File: src/rtl/ram_fifo_pkg.sv
`default_nettype none
// ============================================================================
// Module      : ram_fifo_pkg
// Description : Shared constants and sizing helper for the RAM-backed FIFO.
//               Optional feature macro: RAM_FIFO_FLUSH_EN
// Revision    : 1.0 - initial release
// ============================================================================
package ram_fifo_pkg;

    localparam int OB_DEPTH = 2;

    // Level spans RAM content, one in-flight read and the output buffer.
    function automatic int lvl_width(input int ram_size);
        return $clog2(ram_size + OB_DEPTH + 1);
    endfunction

endpackage
`default_nettype wire

File: src/rtl/ram_fifo_outbuf.sv
`default_nettype none
// ============================================================================
// Module      : ram_fifo_outbuf
// Description : Two-entry output buffer re-timing registered RAM read data
//               onto a valid/ready consumer stream.
// Revision    : 1.0 - initial release
// ============================================================================
module ram_fifo_outbuf
    import ram_fifo_pkg::*;
#(
    parameter int DATA_WIDTH = 8
) (
    input  logic                  clk,
    input  logic                  rst,
    input  logic                  clear,
    input  logic                  cap_valid,
    input  logic [DATA_WIDTH-1:0] cap_data,
    output logic [DATA_WIDTH-1:0] rd_data,
    output logic                  rd_valid,
    input  logic                  rd_ready,
    output logic [1:0]            ob_cnt
);

    logic [DATA_WIDTH-1:0] head_q, head_d;
    logic [DATA_WIDTH-1:0] tail_q, tail_d;
    logic [1:0]            cnt_q, cnt_d;
    logic                  pop;

    assign pop      = (cnt_q != 2'd0) & rd_ready;
    assign rd_data  = head_q;
    assign rd_valid = (cnt_q != 2'd0);
    assign ob_cnt   = cnt_q;

    always_comb begin
        head_d = head_q;
        tail_d = tail_q;
        cnt_d  = cnt_q;
        if (clear) begin
            head_d = '0;
            tail_d = '0;
            cnt_d  = 2'd0;
        end else if (pop) begin
            // Pop frees the head first, so a capture at full occupancy is legal.
            if (cnt_q == 2'd2) begin
                head_d = tail_q;
                if (cap_valid) begin
                    tail_d = cap_data;
                end
                cnt_d = cap_valid ? 2'd2 : 2'd1;
            end else begin
                if (cap_valid) begin
                    head_d = cap_data;
                end
                cnt_d = cap_valid ? 2'd1 : 2'd0;
            end
        end else if (cap_valid) begin
            if (cnt_q == 2'd0) begin
                head_d = cap_data;
            end else begin
                tail_d = cap_data;
            end
            cnt_d = cnt_q + 2'd1;
        end
    end

    always_ff @(posedge clk or posedge rst) begin
        if (rst) begin
            head_q <= '0;
            tail_q <= '0;
            cnt_q  <= 2'd0;
        end else begin
            head_q <= head_d;
            tail_q <= tail_d;
            cnt_q  <= cnt_d;
        end
    end

endmodule
`default_nettype wire

File: src/rtl/ram_fifo_ctrl.sv
`default_nettype none
// ============================================================================
// Module      : ram_fifo_ctrl
// Description : Stream FIFO controller driving an external simple dual-port
//               RAM with 1-cycle registered read; owns pointers and counts.
//               Optional feature macro: RAM_FIFO_FLUSH_EN (adds flush input)
// Revision    : 1.0 - initial release
// ============================================================================
module ram_fifo_ctrl
    import ram_fifo_pkg::*;
#(
    parameter  int RAM_SIZE   = 64,
    parameter  int DATA_WIDTH = 8,
    localparam int ADDR_WIDTH = $clog2(RAM_SIZE),
    localparam int LVL_WIDTH  = lvl_width(RAM_SIZE)
) (
    input  logic                  clk,
    input  logic                  rst,
`ifdef RAM_FIFO_FLUSH_EN
    input  logic                  flush,
`endif
    input  logic [DATA_WIDTH-1:0] wr_data,
    input  logic                  wr_valid,
    output logic                  wr_ready,
    output logic [DATA_WIDTH-1:0] rd_data,
    output logic                  rd_valid,
    input  logic                  rd_ready,
    output logic [DATA_WIDTH-1:0] ram_data_in,
    output logic [ADDR_WIDTH-1:0] ram_w_addr,
    output logic                  ram_w_enable,
    output logic [ADDR_WIDTH-1:0] ram_r_addr,
    input  logic [DATA_WIDTH-1:0] ram_data_out,
    output logic [LVL_WIDTH-1:0]  level
);

    localparam logic [ADDR_WIDTH:0] CNT_FULL = (ADDR_WIDTH+1)'(RAM_SIZE);

    logic [ADDR_WIDTH-1:0] wr_ptr_q, wr_ptr_d;
    logic [ADDR_WIDTH-1:0] rd_ptr_q, rd_ptr_d;
    logic [ADDR_WIDTH:0]   ram_cnt_q, ram_cnt_d;
    logic                  inflight_q, inflight_d;
    logic [1:0]            ob_cnt;
    logic                  flush_req;
    logic                  push;
    logic                  pop;
    logic                  issue;

`ifdef RAM_FIFO_FLUSH_EN
    assign flush_req = flush;
`else
    assign flush_req = 1'b0;
`endif

    // Full decision comes from registered count only, never from this cycle's issue.
    assign wr_ready = (ram_cnt_q != CNT_FULL) & ~flush_req;
    assign push     = wr_valid & wr_ready;
    assign pop      = rd_valid & rd_ready;

    // Issue only if the buffer can absorb the returning word: ob + inflight - pop < 2.
    assign issue = (ram_cnt_q != '0) &
                   (({1'b0, ob_cnt} + {2'b00, inflight_q}) < (3'd2 + {2'b00, pop}));

    always_comb begin
        wr_ptr_d   = wr_ptr_q;
        rd_ptr_d   = rd_ptr_q;
        ram_cnt_d  = ram_cnt_q;
        inflight_d = 1'b0;
        if (!flush_req) begin
            wr_ptr_d   = wr_ptr_q + ADDR_WIDTH'(push);
            rd_ptr_d   = rd_ptr_q + ADDR_WIDTH'(issue);
            ram_cnt_d  = ram_cnt_q + (ADDR_WIDTH+1)'(push) - (ADDR_WIDTH+1)'(issue);
            inflight_d = issue;
        end else begin
            wr_ptr_d  = '0;
            rd_ptr_d  = '0;
            ram_cnt_d = '0;
        end
    end

    always_ff @(posedge clk or posedge rst) begin
        if (rst) begin
            wr_ptr_q   <= '0;
            rd_ptr_q   <= '0;
            ram_cnt_q  <= '0;
            inflight_q <= 1'b0;
        end else begin
            wr_ptr_q   <= wr_ptr_d;
            rd_ptr_q   <= rd_ptr_d;
            ram_cnt_q  <= ram_cnt_d;
            inflight_q <= inflight_d;
        end
    end

    ram_fifo_outbuf #(
        .DATA_WIDTH (DATA_WIDTH)
    ) u_outbuf (
        .clk       (clk),
        .rst       (rst),
        .clear     (flush_req),
        .cap_valid (inflight_q),
        .cap_data  (ram_data_out),
        .rd_data   (rd_data),
        .rd_valid  (rd_valid),
        .rd_ready  (rd_ready),
        .ob_cnt    (ob_cnt)
    );

    assign ram_data_in  = wr_data;
    assign ram_w_addr   = wr_ptr_q;
    assign ram_w_enable = push;
    assign ram_r_addr   = rd_ptr_q;

    assign level = LVL_WIDTH'(ram_cnt_q) + LVL_WIDTH'(inflight_q) + LVL_WIDTH'(ob_cnt);

endmodule
`default_nettype wire
File: config.mk
export PLATFORM = sky130hd
export DESIGN_NAME = ram_fifo_ctrl
export DESIGN_NICKNAME = d
export VERILOG_FILES = /design/src/rtl/ram_fifo_pkg.sv /design/src/rtl/ram_fifo_outbuf.sv /design/src/rtl/ram_fifo_ctrl.sv
export SDC_FILE = /design/constraint.sdc
export NUM_CORES = 1
export LEC_CHECK = 0
export ABC_CLOCK_PERIOD_IN_PS = 5650
export BUFFER_PORTS_ARGS = -buffer_cell sky130_fd_sc_hd__buf_2
export CAP_MARGIN = 0
export CORE_MARGIN = 5
export CORE_UTILIZATION = 35
export CTS_CLUSTER_DIAMETER = 60
export DETAILED_ROUTE_END_ITERATION = 16
export SYNTH_ARGS = -nofsm -noshare
export SYNTH_HDL_FRONTEND = slang
export SYNTH_SLANG_ARGS = --single-unit
File: constraint.sdc
create_clock -name clk -period 5.65 [get_ports clk]
set_input_delay 0.2825 -clock clk [delete_from_list [all_inputs] [get_ports clk]]
set_output_delay 0.2825 -clock clk [all_outputs]
set_load 0.01 [all_outputs]
Word-level counts from Yosys, hierarchy flattened:

Cells that the tools add are included.

* bitwise operators: 3
* $lt $le $gt $ge: 1
* eq/ne operators: 5
* add/sub/neg operators: 9
* mux-type cells: 14
* reduce and logical (&&, ||, !) cells: 8

Operators with widths (number)
* $mux 8: 9
* $add 7x1->7: 2
* $add 6x1->6: 2
* $mux 2: 4
* $reduce_bool 2->1: 4
* $add 7x2->7: 1
* $ne 7x7->1 const B: 1
* $reduce_bool 7->1: 1
* $sub 7x1->7: 1
* $ne 2x2->1 const B: 2
* $reduce_and 4->1: 1
* $add 2x1->3: 1
* $add 2x1->3 const A: 1
* $and 1x1->1: 3
* $lt 3x3->1: 1
* $reduce_and 3->1: 1
* $add 2x1->2 const B: 1
* $eq 2x2->1 const B: 1
* $logic_not 2->1: 1
* $ne 2x1->1 const B: 1
* $mux 1: 1

* register bits after elaboration: 38
* word-level logic and storage cells: 47
* output and inout port bits: 38

Longest topological paths before layout:

Gate-level depths: netlist of the first run.

* word-level depth: 6
* mapped depth: 14
* gate-level depth less buffers: 14

Hierarchy:

From an unflattened synthesis of the first run, not the netlist that was laid out.

* cells, all modules: 209
* area total of the unflattened synthesis: 2227.1 µm²

Modules (own cells, without submodules)
* ram_fifo_ctrl: area an instance 1308.8 µm², instances 1, seq. area each 500.5 µm², cells each 125
* ram_fifo_outbuf: area an instance 918.4 µm², instances 1, seq. area each 450.4 µm², cells each 84

Worst setup path after synthesis of the first run:

Ideal clock, no wire load.

* path kind: register to register
* start: reg u_outbuf.cnt_q[0] (netlist: u_outbuf.ob_cnt[0])
* end: reg ram_cnt_q[6]
* arrival time: 2718 ps
* library setup time: 125 ps
* required time: 5525 ps
* slack: 2807 ps
* period minus slack after synthesis: 2843 ps
* cell stages (with the launch flop): 15
* buffers on the path: 0
* path through: dfrtp_1 inv_1 ha_1 nand2b_2 o21ai_0 o21ai_0 nor2_1 ha_1 inv_1 ha_1 fa_1 a211o_1 a31oi_1 o21bai_1 xnor2_1

* word-level cells in the longest chain between the ends: 6

RTL lines
* start: declaration: line ram_fifo_outbuf.sv:26 `logic [1:0] cnt_q, cnt_d;`
* start signal: assignment: line ram_fifo_outbuf.sv:74 `cnt_q <= cnt_d;`
* $reduce_bool 2->1: line ram_fifo_outbuf.sv:31 `assign rd_valid = (cnt_q != 2'd0);`
* $and 1x1->1: line ram_fifo_ctrl.sv:57 `assign pop = rd_valid & rd_ready;`
* $add 2x1->3: line ram_fifo_ctrl.sv:61 `(({1'b0, ob_cnt} + {2'b00, inflight_q}) < (3'd2 + {2'b00, pop}));`
* $lt 3x3->1 *: line ram_fifo_ctrl.sv:61
* $and 1x1->1 *: line ram_fifo_ctrl.sv:60 `assign issue = (ram_cnt_q != '0) &`
* net inflight_d: line ram_fifo_ctrl.sv:41 `logic inflight_q, inflight_d;`
* $sub 7x1->7 *: line ram_fifo_ctrl.sv:71 `ram_cnt_d = ram_cnt_q + (ADDR_WIDTH+1)'(push) - (ADDR_WIDTH+1)'(issue);`
* net ram_cnt_d[6]: line ram_fifo_ctrl.sv:40 `logic [ADDR_WIDTH:0] ram_cnt_q, ram_cnt_d;`
* end signal: assignment: line ram_fifo_ctrl.sv:89 `ram_cnt_q <= ram_cnt_d;`
* end: declaration: line ram_fifo_ctrl.sv:40

Mark *: on every way through the listed nets, which the timed path passes. The rest lies on a longest branch.
A chain may end at the register's enable or synchronous reset.

Worst setup path after layout of the first run:

Same ends and word-level chain as after synthesis.

==> run metrics, run 1 <==
status=finished, final reports clean; metal1 wirelength=1.732 mm; Fin Clk Skew=0.01156 ns; CTS buffer count=5; Cell variety after synth=30; main combinational cell family by area after synthesis=adder cells; mapped cell area=2122 um2; Residual DRC=0; slowest cell delay on critical path=0.42 ns; Hold/Removal Path Class=in2async; Arrival @ worst endpoint=3.30 ns; multiplexer share of the synthesized area=8.491%; vias in the first global route=1449; Slew Viols, Final=0; Startpoint Class=register; syn_nets=232; Place WS=2.525 ns; VDD IR-drop max=0.0003855 V; met2 WL post-DR=1.762 mm; root buf cell=clkbuf_8; FP Rows=28; CTS hold repair buffers=0; CP delay by family, top=adder cells; multi-input combinational cell area=1044 um2; number of synthesized register bits=38; normalized max-slew margin=54.47%; Critical-path top delay cell=dfrtp_1; setup TNS=0 ns; number of fill cells=587; Least-Margin Pin Slew=0.6807 ns; Post-CTS Setup Repair Bufs=0; unrepaired setup endpoints after global routing=false; vias=1388; worst path cell trace=inv_1, ha_1, nand2b_2, o21ai_0, o21ai_0, nor2_1, ha_1, inv_1, ha_1, fa_1, a211o_1, a31oi_1, o21bai_1, xnor2_1; gr usage total=11.31%; final hold vios=0; dpl cells=293; Die H=87.87 um; MaxCap Viol Count=0; antenna violations before repair=0; period utilization=55.32%; vias per cell=4.611; Cell Count, Final, Fillers Out=301; met3 wire len=317 um; Final Instance Area=2502 um2; post-synthesis sequential area ratio=44.81%; Routed wire per std cell=12.82 um; yosys warns=0; critical path class=reg2reg; TritonCTS clock tree=yes; drt total wl=3.859 mm; Final min period=3.125 ns; share of cells above drive strength 1=26.55%; register area=950.9 um2; I/O pin cnt=58; initial drt markers=26; Post-Synthesis Cells=185; Placed Area=2365 um2; Max Fclk=320.0 MHz; final setup vio count=0; Port-buffer cells=41; Synth Area in Adders=16.98%; max layer used=met4; gr ovfl total=0; first-pass GRT wire length=6.699 mm; PwrDens=700.2 nW/um2; reg2reg end=ram_cnt_q[6]; clock sink count=38; Worst-path clk slew=0.08 ns; die area=7720 um2; CP Data Required Time=5.83 ns; Lkg Pwr=0.001283 uW; Clock Latency Late Sink=0.29 ns; hold slack=0.08940 ns; post-CTS resize count=0; crit path capture=ram_cnt_q[6]; final setup margin=2.525 ns; dpl hpwl=2.958 mm; Post-DRT Antenna Nets=0; core area=5921 um2; compound-gate portion of the synthesized area=8.667%; Bufs on Longest Clock Path=2; Worst Path Max Fanout=7; fin nets=272; Die X=87.87 um; initial core utilization=35.84%; Register-to-Register Path Depth=14; syn avg cell area=11.47 um2; largest net degree at the start of global routing=39; CP bufs+invs=2; r2r startpoint=u_outbuf.ob_cnt[0]; CP endpoint kind=register; Post-Synth XOR/XNOR Area=8.255%; simple logic cell fraction of the synthesized area=6.781%; layout overhead on the synthesized area=17.92%; Worst R2R Setup Slack=2.52 ns; Crit. path cell count=14; gpl congestion=0.7807; crit path launch=u_outbuf.ob_cnt[0]; drt first pass iters=4; Inserted Diodes=0; Most Frequent Cell on Critical Path=ha_1; H-tree depth=2
==> how the worst min path moves through the flow <==
stage,endpoint,cells past startpoint
after floorplan,u_outbuf.tail_q[0],1
after global placement,ram_w_addr[0],3
after detailed placement,ram_w_addr[0],3
after CTS,ram_r_addr[3],3
after global routing,ram_r_addr[3],3
final,ram_w_addr[0],3
==> layer usage <==
metal	vias to the layer above	track usage [%]
met5	-	0
met4	0	5.021
met3	6	3.763
met2	33	18.63
met1	652	13.39
li1	697	-
==> power breakdown <==
part	switching, uW	internal, uW	leakage (uW)	total [uW]
registers	121	426	0.000452	546
clock network	101	177	0.0000683	278
logic	494	434	0.000763	928
==> synth_stat cells <==
library cell  count  share of area [%]
a2111o_1          1               0.53
a211o_1           1               0.41
a211oi_1          1               0.35
a21o_1            2               0.71
a21oi_1           5                1.2
a31oi_1           1               0.29
and2_1            1               0.29
and3_1            2               0.59
buf_4             8                2.8
clkbuf_1          1               0.18
dfrtp_1          38                 45
fa_1              3                2.8
ha_1             24                 14
inv_1            17                3.0
mux2_2            8                4.2
mux2i_1           9                4.2
nand2_1          11                1.9
nand2b_1          1               0.29
nand2b_2          1               0.41
nand3_1           8                1.9
nor2_1            4               0.71
nor2b_1           1               0.29
nor3b_1           1               0.35
o211ai_1          1               0.35
o21ai_0          12                2.8
o21bai_1          1               0.35
o31ai_1           1               0.35
o41ai_4           1                1.3
xnor2_1          11                4.5
xor2_1            9                3.7
==> cells in the final DEF (no fill, tap or decap) <==
cell type / n
bufinv_16: 2
mux2i_1: 9
o21ai_0: 12
buf_2: 41
a21o_1: 2
inv_1: 17
and3_1: 2
and2_1: 1
xnor2_1: 11
nand2_1: 11
a2111o_1: 1
dfrtp_1: 38
ha_1: 24
a21oi_1: 5
nand2b_1: 1
nand2b_2: 1
nand3_1: 8
fa_1: 3
a31oi_1: 1
clkinv_4: 1
xor2_1: 9
buf_4: 1
nor3b_1: 1
o31ai_1: 1
nor2b_1: 1
clkbuf_8: 5
o211ai_1: 1
o21bai_1: 1
o41ai_4: 1
mux2_2: 8
a211oi_1: 1
a211o_1: 1
nor2_1: 4
==> flip-flops by register name, summed over array words and instances, names as in the netlist <==
register and count:
ram_r_addr 6, ram_cnt_q 7, u_outbuf.ob_cnt 2, inflight_q 1, u_outbuf.tail_q 8, u_outbuf.rd_data 8
ram_w_addr 6
==> area by class of cell <==
type / count / area share [%]
Clock inverter: 3 / 2.750
Timing Repair Buffer: 42 / 8.500
Sequential cell: 38 / 38.00
Inverter: 17 / 2.550
Tap cell: 75 / 3.750
Multi-Input combinational cell: 121 / 41.70
Clock buffer: 5 / 2.750
==> worst min-delay path: stages <==
cell and delay (ns):
buf_2 0.09, inv_1 0.04, buf_4 0.41
==> cell families after synthesis <==
family	after synthesis
flops	38
simple gates	30
compound gates	27
fa+ha+maj	27
buf+inv	26
xor+xnor	20
mux	17
==> metrics by stage <==
| stage | utilization (%) | total power (uW) |
|---|---|---|
| 3_3_place_gp | 39.94 | 1491 |
| 4_1_cts | 42.27 | 1791 |
| 6_report | 42.27 | 1752 |
| 3_5_place_dp | 39.94 | 1501 |
| 2_1_floorplan | - | 1218 |
| 5_1_grt | 42.27 | 1947 |
No activity file was read; power rests on OpenSTA's default activity.
==> run 2, diff against run 1 <==
--- a/config.mk
+++ b/config.mk
@@ -5,7 +5,7 @@
 export SDC_FILE = /design/constraint.sdc
 export NUM_CORES = 1
 export LEC_CHECK = 0
-export ABC_CLOCK_PERIOD_IN_PS = 5650
+export ABC_CLOCK_PERIOD_IN_PS = 3180
 export BUFFER_PORTS_ARGS = -buffer_cell sky130_fd_sc_hd__buf_2
 export CAP_MARGIN = 0
 export CORE_MARGIN = 5
==> constraint.sdc (replaced) <==
create_clock -name clk -period 3.18 [get_ports clk]
set_input_delay 0.159 -clock clk [delete_from_list [all_inputs] [get_ports clk]]
set_output_delay 0.159 -clock clk [all_outputs]
set_load 0.01 [all_outputs]
==> run metrics, run 2 (same netlist as run 1, synthesis figures left out) <==
status=finished, final reports clean; Clock Latency Late Sink=0.29 ns (about the same); CP endpoint kind=register; CTS buffer count=5 (unchanged); vias per cell=4.675 (+1.4%); Register-to-Register Path Depth=14 (unchanged); Arrival @ worst endpoint=3.09 ns (-0.21 ns); hold slack=0.04191 ns (-0.04748 ns); clock sink count=38 (unchanged); Worst-path clk slew=0.08 ns (about the same); reg2reg end=ram_cnt_q[6]; Hold/Removal Path Class=in2async; PwrDens=1215 nW/um2 (+73%); switch share=42.10% (+1.3 points); die area=7720 um2 (unchanged); Psw=1273 uW (+78%); CP Data Required Time=3.35 ns (-2.48 ns); Worst R2R Setup Slack=0.26 ns (-2.27 ns); most frequent cells in the layout=buf_2 (41), dfrtp_1 (38), ha_1 (24); Max Fclk=342.3 MHz (+7.0%); FP Rows=28 (unchanged); setup TNS=0 ns (unchanged); gr ovfl total=0 (unchanged); drt first pass iters=4 (unchanged); Lkg Pwr=0.001281 uW (-0.14%); MaxCap Viol Count=0 (unchanged); initial drt markers=17 (-35%); number of fill cells=565 (-3.7%); initial core utilization=35.84% (unchanged); Residual DRC=0 (unchanged); share of cells above drive strength 1=27.83% (+1.3 points); layout overhead on the synthesized area=17.28%; core area=5921 um2 (unchanged); fin nets=276 (+1.5%); Final min period=2.921 ns (-0.2040 ns); Die H=87.87 um (unchanged); dpl hpwl=3.025 mm (+2.3%); Cell Count, Final, Fillers Out=305 (+1.3%); final hold vios=0 (unchanged); most common cell after layout, fill and taps aside=buf_2; final setup margin=0.2587 ns (-2.266 ns); Fin Clk Skew=0.004692 ns (-0.006871 ns); largest net degree at the start of global routing=23 (-41%); Worst Path Max Fanout=5 (-2); drt total wl=3.907 mm (+1.2%); Post-DRT Antenna Nets=0 (unchanged); H-tree depth=2 (unchanged); Bufs on Longest Clock Path=2 (unchanged); vias in the first global route=1417 (-2.2%); Die X=87.87 um (unchanged); antenna violations before repair=0 (unchanged); vias=1426 (+2.7%); gr usage total=11.19% (-0.12 points); TritonCTS clock tree=yes; I/O pin cnt=58 (unchanged); Comb power frac=57.3% (+4.3 points); sequential fraction of design power=31.5% (+0.3 points); critical path class=reg2reg; Inserted Diodes=0 (unchanged); first-pass GRT wire length=6.665 mm (-0.51%); unrepaired setup endpoints after global routing=false; Startpoint Class=register; r2r startpoint=ram_cnt_q[4]; VDD IR-drop max=0.0005713 V (+48%); dpl cells=296 (+1.0%); Routed wire per std cell=12.81 um (about the same); final setup vio count=0 (unchanged); Slew Viols, Final=0 (unchanged); period utilization=91.86% (+37 points); gpl congestion=0.7404 (-5.2%); Pint=1751 uW (+69%); Port-buffer cells=41 (unchanged); Place WS=0.1241 ns (-2.401 ns); Least-Margin Pin Slew=0.8702 ns (+0.1896 ns); Clock power frac=11.2% (-4.6 points); normalized max-slew margin=41.92% (-13 points); root buf cell=clkbuf_8
[run 2: repair_timing]
action                                  CTS  global route
buffers inserted                          0             1
endpoints found under the setup margin    0             1
hold buffers                              0             0
gates resized for setup                   0             1
hold endpoints to repair                  0             0
[run 2: per-layer routing]
metal	share of wire [%]	up-vias	global-route usage, %
met5	0	-	0
met4	1.3	0	4.603
met3	7.4	7	3.857
met2	45	32	17.53
met1	46	680	14.11
li1	-	707	-
[run 2: power groups by stage]
stage / clock network [uW] / logic (uW) / registers (uW)
2_1_floorplan: 0 / 1150 / 1010
3_3_place_gp: 0 / 1720 / 965
3_5_place_dp: 0 / 1730 / 972
4_1_cts: 355 / 1750 / 962
5_1_grt: 374 / 1990 / 990
6_report: 339 / 1730 / 951
[run 2: final cells by class]
cell class              instances  area, um2  area share (%)
clock buffers                   7      86.33           3.469
clock inverters                 1      5.005          0.2011
inverters                      17      63.81           2.564
multi-input cells             121       1046           42.03
flip-flops and latches         38      950.9           38.21
well taps                      75      93.84           3.771
repair buffers                 46      242.7           9.754
[run 2: worst max path at each step]
stage | from | end | slack (ns) | cells after the start
6_report | ram_cnt_q[4] | ram_cnt_q[6] | 0.26 | 14
5_1_grt | ram_cnt_q[4] | ram_cnt_q[6] | 0.04 | 14
4_1_cts | u_outbuf.ob_cnt[0] | ram_cnt_q[6] | 0.11 | 14
3_5_place_dp | u_outbuf.ob_cnt[0] | ram_cnt_q[6] | 0.12 | 14
3_3_place_gp | u_outbuf.ob_cnt[0] | ram_cnt_q[6] | 0.24 | 14
2_1_floorplan | u_outbuf.ob_cnt[0] | ram_cnt_q[6] | 0.34 | 14
[run 2: metrics by stage]
step / total power, uW / cell area (um2) / utilization [%]
floorplan: 2164 / 2122 / -
global placement: 2690 / 2387 / 40.32
detailed placement: 2706 / 2387 / 40.32
CTS: 3068 / 2479 / 41.86
global route: 3356 / 2489 / 42.03
finish: 3023 / 2489 / 42.03
[run 2: critical path: stages, from the launching register on]
cell,delay [ns]
dfrtp_1,0.44
inv_1,0.10
ha_1,0.14
nor3b_1,0.24
nand2_1,0.08
o21ai_0,0.14
nor2_1,0.07
ha_1,0.27
inv_1,0.04
ha_1,0.21
fa_2,0.38
a211o_1,0.30
a31oi_1,0.17
o21bai_1,0.10
xnor2_1,0.13
==> run 3, diff against run 2 <==
--- a/config.mk
+++ b/config.mk
@@ -9,9 +9,11 @@
 export BUFFER_PORTS_ARGS = -buffer_cell sky130_fd_sc_hd__buf_2
 export CAP_MARGIN = 0
 export CORE_MARGIN = 5
-export CORE_UTILIZATION = 35
+export CORE_UTILIZATION = 30
 export CTS_CLUSTER_DIAMETER = 60
 export DETAILED_ROUTE_END_ITERATION = 16
+export PLACE_DENSITY = 0.52
+export SLEW_MARGIN = 0
 export SYNTH_ARGS = -nofsm -noshare
 export SYNTH_HDL_FRONTEND = slang
 export SYNTH_SLANG_ARGS = --single-unit
==> run metrics, run 3 (same netlist as run 1, synthesis figures left out) <==
drt first pass iters=2 (-2); Residual DRC=0 (unchanged); die area=8856 um2 (+15%); Critical-path top delay cell=fa_1; switch share=40.18% (-1.9 points); Slew Viols, Final=0 (unchanged); core area=6832 um2 (+15%); CP Data Required Time=3.35 ns (about the same); Die X=94.11 um (+7.1%); share of cells above drive strength 1=27.71% (-0.12 points); most frequent cells in the layout=buf_2 (41), dfrtp_1 (38), ha_1 (24); first-pass GRT wire length=7.203 mm (+8.1%); gr usage total=10.32% (-0.87 points); root buf cell=clkbuf_8; clock sink count=38 (unchanged); vias in the first global route=1536 (+8.4%); Most Frequent Cell on Critical Path=ha_1; final setup vio count=0 (unchanged); gr ovfl total=0 (unchanged); drt total wl=4.117 mm (+5.4%); Least-Margin Pin Slew=0.7038 ns (-0.1664 ns); status=finished, final reports clean; Max Fclk=334.7 MHz (-2.2%); Psw=1285 uW (+0.97%); vias=1426 (unchanged); TritonCTS clock tree=yes; largest net degree at the start of global routing=21 (-8.7%); Register-to-Register Path Depth=14 (unchanged); Clock Latency Late Sink=0.29 ns (about the same); CTS buffer count=5 (unchanged); period utilization=93.96% (+2.1 points); unrepaired setup endpoints after global routing=false; slowest cell delay on critical path=0.43 ns (about the same); Clock power frac=15.9% (+4.7 points); I/O pin cnt=58 (unchanged); FP Rows=30 (+7.1%); Die H=94.11 um (+7.1%); Bufs on Longest Clock Path=2 (unchanged); Post-DRT Antenna Nets=0 (unchanged); H-tree depth=2 (unchanged); fin nets=277 (+0.36%); final hold vios=0 (unchanged); Pint=1913 uW (+9.3%); VDD IR-drop max=0.0006420 V (+12%); sequential fraction of design power=29.8% (-1.7 points); CP endpoint kind=register; PwrDens=1243 nW/um2 (+2.3%); layout overhead on the synthesized area=21.29%; antenna violations before repair=0 (unchanged); Worst Path Max Fanout=7 (+2); Hold/Removal Path Class=in2reg; number of fill cells=719 (+27%); Comb power frac=54.2% (-3.1 points); Lkg Pwr=0.001310 uW (+2.2%); critical path class=reg2reg; Inserted Diodes=0 (unchanged); Routed wire per std cell=12.59 um (-1.7%); dpl hpwl=3.187 mm (+5.4%); normalized max-slew margin=53.03% (+11 points); Startpoint Class=register; Power Total=3198 uW (+5.8%); initial drt markers=20 (+3); MaxCap Viol Count=0 (unchanged); Worst-path clk slew=0.08 ns (about the same); worst path cell trace=inv_1, ha_1, nand2b_2, o21ai_1, o21ai_0, nor2_1, ha_1, inv_1, ha_1, fa_1, a211o_1, a31oi_1, o21bai_1, xnor2_1; Arrival @ worst endpoint=3.16 ns (+0.07 ns); most common cell after layout, fill and taps aside=buf_2; Fin Clk Skew=0.008544 ns (+0.003852 ns); vias per cell=4.361 (-6.7%); Hold Crit Depth=2; initial core utilization=31.06% (-4.8 points); setup TNS=0 ns (unchanged); Final min period=2.988 ns (+0.06666 ns); gpl congestion=0.7406 (about the same); hold slack=0.1141 ns (+0.07224 ns); Port-buffer cells=41 (unchanged)
## run 3: per-layer routing
| layer | share of wire, % | track usage (%) | routed length (um) |
|---|---|---|---|
| met5 | 0 | 0 | 0 |
| met3 | 7.0 | 3.686 | 288 |
| met2 | 45 | 16.68 | 1838 |
| met4 | 1.2 | 3.730 | 49 |
| met1 | 47 | 12.59 | 1940 |
## run 3: final timing paths
path,start,end,slack (ns)
hold reg to reg,ram_r_addr[5],ram_r_addr[5],0.47
max in group asynchronous,rst,u_outbuf.ob_cnt[1],1.92
setup / recovery,u_outbuf.ob_cnt[0],ram_cnt_q[6],0.19
setup reg to reg,u_outbuf.ob_cnt[0],ram_cnt_q[6],0.19
min in group asynchronous,rst,ram_r_addr[5],0.51
hold / removal,ram_data_out[2],u_outbuf.tail_q[2],0.11
## run 3: layout make-up
class | count | area (um2) | share of cell area, %
inverter | 17 | 63.81 | 2.479
multi-input combinational | 121 | 1044 | 40.54
timing repair buffer | 47 | 252.7 | 9.820
sequential | 38 | 950.9 | 36.95
clock inverter | 2 | 60.06 | 2.333
tap | 96 | 120.1 | 4.667
clock buffer | 6 | 82.58 | 3.209
## run 3: timing repair
| action | CTS | global route |
|---|---|---|
| hold endpoints to repair | 11 | 0 |
| hold buffers | 1 | 0 |
| endpoints found under the setup margin | 0 | 1 |
| resized for setup | 0 | 1 |
| buffers inserted | 0 | 1 |
## run 3: power by group through the flow
| stage | sequential (uW) | clock, uW | combinational (uW) |
|---|---|---|---|
| 2_1_floorplan | 1010 | 0 | 1150 |
| 3_3_place_gp | 968 | 0 | 1750 |
| 3_5_place_dp | 973 | 0 | 1760 |
| 4_1_cts | 964 | 530 | 1770 |
| 5_1_grt | 998 | 545 | 2000 |
| 6_report | 954 | 510 | 1730 |
## run 3: per-stage QoR
step           setup slack, ns  cells  instance area [um2]  utilization (%)
6_report                0.1920    327                 2574            37.67
4_1_cts                 0.1151    326                 2566            37.56
5_1_grt               0.004682    327                 2574            37.67
3_3_place_gp            0.2284    317                 2414            35.33
3_5_place_dp            0.1353    317                 2414            35.33
2_1_floorplan           0.3370    185                 2122                -
## run 3: critical path, delay by kind of cell (launching register included)
family	cells	cell delay, ns
xor gates and xnor gates	1	0.12
DFF	1	0.38
AOI/OAI and AO/OA	5	0.78
and+or+nand+nor	2	0.38
adders and majority gates	4	1.03
buffers and inverters	2	0.17
